### src/rtl/tlp_frame_receiver.sv
// Receive framing stage: STP/END/EDB delimiting, MSB-first packing into a 128-bit TLP, valid/ready holding register.
// Latency: TLP valid 1 cycle after END; a completion meeting a stalled holding register is dropped. Optional stats: TLP_FRAME_RX_STATS_EN.
module tlp_frame_receiver #(
  parameter int MAX_SYMS = 16,
  parameter int TIMEOUT  = 8
) (
  input  logic         clk,
  input  logic         rst_n,
  input  logic         in_valid,
  input  logic [7:0]   in_symbol,
  input  logic         in_is_k,
  output logic         out_valid,
  input  logic         out_ready,
  output logic [127:0] out_data,
  output logic [4:0]   out_len,
  output logic         nullified,
  output logic         frame_err,
  output logic         drop
`ifdef TLP_FRAME_RX_STATS_EN
  ,
  output logic [15:0]  stat_good,
  output logic [15:0]  stat_null,
  output logic [15:0]  stat_err
`endif
);

  typedef enum logic {IDLE, COLLECT} state_t;

  localparam logic [4:0] MAX_CNT = 5'(MAX_SYMS);
  localparam logic [7:0] TO_LAST = 8'(TIMEOUT - 1);

  state_t        state_q;
  logic [4:0]    sym_cnt_q;
  logic [7:0]    idle_cnt_q;
  logic [127:0]  buf_q;
  logic          out_valid_q;
  logic [127:0]  out_data_q;
  logic [4:0]    out_len_q;
  logic          nullified_q;
  logic          frame_err_q;
  logic          drop_q;

  logic is_stp, is_end, is_edb, held_busy, end_good, good_load;

  assign is_stp    = in_is_k && (in_symbol == 8'hFA);
  assign is_end    = in_is_k && (in_symbol == 8'hFD);
  assign is_edb    = in_is_k && (in_symbol == 8'hFB);
  assign held_busy = out_valid_q && !out_ready;
  assign end_good  = (state_q == COLLECT) && in_valid && is_end && (sym_cnt_q != 5'd0);
  assign good_load = end_good && !held_busy;

  always_ff @(posedge clk or negedge rst_n) begin
    if (!rst_n) begin
      state_q     <= IDLE;
      sym_cnt_q   <= 5'd0;
      idle_cnt_q  <= 8'd0;
      buf_q       <= '0;
      out_valid_q <= 1'b0;
      out_data_q  <= '0;
      out_len_q   <= 5'd0;
      nullified_q <= 1'b0;
      frame_err_q <= 1'b0;
      drop_q      <= 1'b0;
    end else begin
      nullified_q <= 1'b0;
      frame_err_q <= 1'b0;
      drop_q      <= 1'b0;
      if (out_valid_q && out_ready) out_valid_q <= 1'b0;
      case (state_q)
        IDLE: begin
          idle_cnt_q <= 8'd0;
          if (in_valid && is_stp) begin
            state_q   <= COLLECT;
            sym_cnt_q <= 5'd0;
            buf_q     <= '0;
          end
        end
        COLLECT: begin
          if (!in_valid) begin
            if (idle_cnt_q == TO_LAST) begin
              frame_err_q <= 1'b1;
              state_q     <= IDLE;
              idle_cnt_q  <= 8'd0;
            end else begin
              idle_cnt_q <= idle_cnt_q + 8'd1;
            end
          end else begin
            idle_cnt_q <= 8'd0;
            if (!in_is_k) begin
              if (sym_cnt_q == MAX_CNT) begin
                frame_err_q <= 1'b1;
                state_q     <= IDLE;
              end else begin
                for (int i = 0; i < MAX_SYMS; i++)
                  if (sym_cnt_q == 5'(i)) buf_q[127-8*i -: 8] <= in_symbol;
                sym_cnt_q <= sym_cnt_q + 5'd1;
              end
            end else if (is_stp) begin
              // Back-to-back STP restarts the frame rather than leaving it
              frame_err_q <= 1'b1;
              sym_cnt_q   <= 5'd0;
              buf_q       <= '0;
            end else if (is_end) begin
              state_q <= IDLE;
              if (sym_cnt_q == 5'd0) begin
                frame_err_q <= 1'b1;
              end else if (held_busy) begin
                drop_q <= 1'b1;
              end else begin
                out_valid_q <= 1'b1;
                out_data_q  <= buf_q;
                out_len_q   <= sym_cnt_q;
              end
            end else if (is_edb) begin
              nullified_q <= 1'b1;
              state_q     <= IDLE;
            end else begin
              frame_err_q <= 1'b1;
              state_q     <= IDLE;
            end
          end
        end
        default: state_q <= IDLE;
      endcase
    end
  end

  assign out_valid = out_valid_q;
  assign out_data  = out_data_q;
  assign out_len   = out_len_q;
  assign nullified = nullified_q;
  assign frame_err = frame_err_q;
  assign drop      = drop_q;

`ifdef TLP_FRAME_RX_STATS_EN
  logic [15:0] stat_good_q, stat_null_q, stat_err_q;

  always_ff @(posedge clk or negedge rst_n) begin
    if (!rst_n) begin
      stat_good_q <= 16'd0;
      stat_null_q <= 16'd0;
      stat_err_q  <= 16'd0;
    end else begin
      if (good_load && stat_good_q != 16'hFFFF) stat_good_q <= stat_good_q + 16'd1;
      if (nullified_q && stat_null_q != 16'hFFFF) stat_null_q <= stat_null_q + 16'd1;
      if ((frame_err_q || drop_q) && stat_err_q != 16'hFFFF) stat_err_q <= stat_err_q + 16'd1;
    end
  end

  assign stat_good = stat_good_q;
  assign stat_null = stat_null_q;
  assign stat_err  = stat_err_q;
`endif

endmodule

### config.mk
export PLATFORM = sky130hd
export DESIGN_NAME = tlp_frame_receiver
export DESIGN_NICKNAME = d
export VERILOG_FILES = /design/src/rtl/tlp_frame_receiver.sv
export SDC_FILE = /design/constraint.sdc
export NUM_CORES = 1
export LEC_CHECK = 0
export ABC_AREA = 1
export CAP_MARGIN = 0
export CORE_UTILIZATION = 25
export CTS_CLUSTER_SIZE = 12
export DETAILED_ROUTE_END_ITERATION = 10
export GPL_TIMING_DRIVEN = 1
export PLACE_DENSITY_LB_ADDON = 0.08
export SETUP_SLACK_MARGIN = 0.02
export SYNTH_ARGS = -nofsm -noshare
export SYNTH_HDL_FRONTEND = slang
export SYNTH_SLANG_ARGS = --single-unit
### constraint.sdc
create_clock -name clk -period 2.3 [get_ports clk]
set_clock_uncertainty 0.05 [all_clocks]
set_input_delay 0.46 -clock clk [delete_from_list [all_inputs] [get_ports clk]]
set_output_delay 0.46 -clock clk [all_outputs]
set_load 0.05 [all_outputs]
# --- Word-level counts from Yosys, hierarchy flattened ---
# Index checks and enable logic that the tools add are counted.
totals:
  output_inout_bits: 137
  reg_bits: 279
  elab_cells: 165
op_classes:
  bitwise_logic: 4
  reduce_logical: 26
  addsub: 2
  n_eq_ne: 40
  muxes: 68
op_table:
  columns: ["op", "n"]
  rows:
  - ["$mux W128", 5]
  - ["$pmux W128 S2", 1]
  - ["$mux W8", 18]
  - ["$reduce_and A5 Y1", 16]
  - ["$ne A3 B2 Y1 const B", 17]
  - ["$eq A5 B4 Y1 const B", 8]
  - ["$mux W1", 36]
  - ["$mux W5", 5]
  - ["$eq A8 B8 Y1 const B", 3]
  - ["$eq A5 B3 Y1 const B", 4]
  - ["$pmux W8 S2", 1]
  - ["$eq A5 B2 Y1 const B", 2]
  - ["$pmux W5 S2", 1]
  - ["$add A8 B1 Y8 const B", 1]
  - ["$eq A8 B3 Y1 const B", 1]
  - ["$reduce_and A7 Y1", 1]
  - ["$logic_and A1 B1 Y1", 6]
  - ["$add A5 B1 Y5 const B", 1]
  - ["$eq A5 B1 Y1 const B", 1]
  - ["$eq A5 B5 Y1 const B", 1]
  - ["$logic_not A5 Y1", 1]
  - ["$ne A2 B2 Y1 const B", 2]
  - ["$not A1 Y1", 4]
  - ["$reduce_and A4 Y1", 1]
  - ["other kinds (3)", 3]

# --- Logic depth before layout (Yosys ltp) ---
depth:
  word_depth: 9
  mapped_depth: 12

# --- Worst setup path before layout ---
# Ideal clock, no wire load.
synth_path:
  kind: "register to register"
  start: "register sym_cnt_q[0]"
  end: "register out_data_q[100] (netlist: out_data[100])"
  setup_ps: 113
  slack_ps: 425
  arrival_time_ps: 1713
  n_path_buf: 3
  path_stages_with_launch: 13
  cell_sequence: "dfrtp_1 > inv_1 > ha_1 > inv_1 > nor2_1 > nand2_1 > nand3_2 > buf_2 > buf_4 > buf_2 > o21bai_1 > nand2_1 > inv_1"
synth_via:
  elab_chain_len: 3
synth_lines:
  columns: ["item", "line", "rtl"]
  rows:
  - ["from (decl)", "33", "logic [4:0] sym_cnt_q;"]
  - ["from (signal assigned)", "96", "sym_cnt_q <= sym_cnt_q + 5'd1;"]
  - ["$logic_not A5 Y1", "105", "if (sym_cnt_q == 5'd0) begin"]
  - ["$not A1 Y1 (no source line)", null, null]
  - ["$reduce_and A7 Y1 (no source line)", null, null]
  - ["to (signal assigned)", "111", "out_data_q <= buf_q;"]
  - ["to (decl)", "37", "logic [127:0] out_data_q;"]
# No other way between the ends.
# A chain may end at the register's enable or synchronous reset.

# --- Final worst setup path ---
layout_path:
  start: "register out_data_q[11] (netlist: out_data[11])"
  end: "output out_data[11]"
layout_rtl:
  columns: ["item", "line", "rtl"]
  rows:
  - ["to (decl)", "14", "output logic [127:0] out_data,"]
# No word-level cell between the ends.

==> flow_summary.toml <==
[die]
initial_core_util_pct = 25.4
dieArea_mm2 = 0.0534
die_w_um = 231
fp.coreArea_mm2 = 0.0516
io_pins = 150
rows = 83
die_y_um = 231

[cts]
cts_sinks = 279
insertion_delay_ns = 0.55
cts_root_buffer = "clkbuf_16"
clk_path_buf_depth = 3
numCtsBuffers = 37
post_cts_buffers = 0
cts_max_level = 2
path_clk_slew_ns = 0.06
tritoncts = "built"

[logic_synthesis]
syn_avg_cell_area_um2 = 8.30
netlist_area_mm2 = 0.0131
synth_cells = 1582
synth_top_area_share_pct = 53.2
synth_fa_ha_area_share_pct = 0.572
synth_top_family_by_area = "simple AND/OR/NAND/NOR gates"
ys_types = 30
synthesis.nets = 1601
synth_top_area_cell = "dfrtp_1"
synth_ff_type = "dfrtp_1"
yosysMostFrequentCell = "nand2_1"
synth-xor-area-share_pct = 0.133
yosys-top-cells-count = "nand2_1 (571), inv_1 (287), dfrtp_1 (279), o21bai_1 (133), o211ai_1 (112)"
synthArstFlopShare_pct = 100
synth-simple-area-share_pct = 19.4
ys_seq_area_share_pct = 53.2
synth_area_leaders = "dfrtp_1 (53%), nand2_1 (16%), inv_1 (8.2%), o21bai_1 (7.6%), o211ai_1 (6.4%)"
synth_seq_cells = 279
yosys_warnings = 0
muxShareOfSynthArea_pct = 0.0763
synth-compound-area-share_pct = 15.2
synth_edf_count = 0

[route]
firstDrtPassIters = 4
viasPerCell = 4.25
drc = 0
wirelength_um = 41300
routedWlPerCell_um = 16.6
drtAntennaViolNets = 0
vias = 10600
drt_iter0_markers = 521

[critical_path]
crit_type = "reg2out"
critPathSlowestCell = "clkdlybuf4s50_1"
r2r_start = "sym_cnt_q[0]$_DFFE_PN0P_"
timing.rr.end = "out_data[40]$_DFFE_PN0P_"
worstSetupStartpointType = "register"
end_kind = "output port"
required_ns = 1.79
path_buf_inv = 1
cp_slowest_stage_delay_ns = 0.81
critPathMaxFanout = 2
worst-r2r-setup-slack_ns = 0.12
cp.arrival_ns = 1.72
reg2reg_depth = 11
path_cells = "clkdlybuf4s50_1"
cpLargestDelayFamily = "buffers and inverters"

[place]
preCtsSetupSlack_ns = -0.109
port_buffers = 149
placed_area_mm2 = 0.0161
post-dp-hpwl_um = 26900
gp_congestion = 0.740

[cells_and_area]
area_delta_synth_final_pct = 32.1
stdcell_area_mm2 = 0.0173
drive_above_1_share_pct = 10.4
fin_nets = 1795

[sta]
worstMarginPinSlew_ns = 0.565
period_share_pct = 97.1
timing.fmax_mhz = 448
rsz0062_at_grt = "true"
hold_viol = 0
min_period_ns = 2.23
setup_ws_ns = 0.0675
drv_slew = 0
slew_headroom_pct = 62.5
setup_viol = 0

[pwr]
cellLeakagePower_nw = 9.33
powerDensity_mw_per_mm2 = 655
peakVddDrop_v = 0.000412

[grt]
grt_max_degree = 63
grt_pass1_wl_um = 65900
overflow = 0
grt_pass1_vias = 11100
antenna_found_initial = 0
grt_usage_pct = 15.9

[outcome]
outcome = "completed"

[worst_hold_path]
hold_class = "in2async"

[run]
cap_violations = 0
## kinds of logic after synthesis
logic type               after synthesis
XOR/XNOR                               2
adder cells (fa/ha/maj)                6
AND/OR/NAND/NOR                      654
flip-flops                           279
AO/OA/AOI/OAI                        265
multiplexers                           1
buffers and inverters                375
## state kept, by name, summed over array words and instances, names as in the netlist, 5 cells and up
signal	count
idle_cnt_q	8
sym_cnt_q	5
out_len	5
out_data	128
buf_q	128
## stage by stage
| stage | hold slack, ns | setup TNS [ns] | instances | utilization [%] | power, W |
|---|---|---|---|---|---|
| after global placement | 0.368 | -9.36 | 2416 | 31.1 | 0.00563 |
| final | 0.372 | 0 | 2485 | 33.6 | 0.0113 |
| after detailed placement | 0.369 | -11.54 | 2416 | 31.1 | 0.00563 |
| after floorplan | 0.114 | 0 | 1582 | - | 0.00529 |
| after CTS | 0.375 | 0 | 2484 | 33.5 | 0.0116 |
| after global routing | 0.400 | 0 | 2484 | 33.6 | 0.0118 |
## timing repair
action	CTS	global route
setup endpoints to repair	36	26
hold buffers	1	0
gates resized for setup	36	22
hold endpoints to repair	35	0
cloned	0	0
## cell type report
cell class | count | area [um2]
Fill cell | 5445 | 34300
Sequential cell | 279 | 6980
Multi-Input combinational cell | 928 | 4690
Timing Repair Buffer | 240 | 2490
Clock buffer | 60 | 1180
Inverter | 290 | 1090
Tap cell | 680 | 851
Clock inverter | 7 | 45.0
Antenna cell | 1 | 2.50
## layout by cell type, fill, tap and decap left out, types with 2 or more instances in the layout
cell type        instances
nand2_1                571
inv_1                  287
dfrtp_1                279
o21bai_1               133
o211ai_1               112
clkdlybuf4s50_1         88
buf_4                   69
clkbuf_16               39
dlygate4sd2_1           36
nand3_1                 27
nor2_1                  26
buf_12                  23
dlymetal6s2s_1          21
o21ai_2                 13
clkbuf_8                13
nor2_2                   9
clkbuf_1                 8
nor3_1                   6
ha_1                     6
clkinv_2                 4
nand2_2                  3
o22ai_1                  3
nor4_1                   3
inv_2                    3
nor3_2                   2
a21oi_1                  2
nand4_1                  2
nand3_4                  2
## how the worst max path moves through the flow
stage                             start                   endpoint  slack, ns  cells past startpoint
3_3_place_gp               in_symbol[1]   out_data[56]$_DFFE_PN0P_      -0.10                     11
5_1_grt        sym_cnt_q[0]$_DFFE_PN0P_   out_data[40]$_DFFE_PN0P_       0.01                     11
2_1_floorplan  sym_cnt_q[0]$_DFFE_PN0P_  out_data[100]$_DFFE_PN0P_       0.42                     12
6_report       out_data[11]$_DFFE_PN0P_               out_data[11]       0.07                      1
4_1_cts        out_data[28]$_DFFE_PN0P_               out_data[28]       0.02                      1
3_5_place_dp               in_symbol[1]   out_data[95]$_DFFE_PN0P_      -0.11                     11
## power breakdown
part	internal (W)	total, W	switching [W]
sequential	0.00494	0.00498	0.0000455
combinational	0.000164	0.000547	0.000383
clock	0.00352	0.00582	0.00230
total	0.00862	0.0113	0.00273
## layer usage
metal	share of wire, %	global-route usage [%]
met3	3.4	2.66
met2	46	25.5
met1	49	21.7
met5	0	0
met4	2.3	4.99
(Power assumes the default switching activity.)
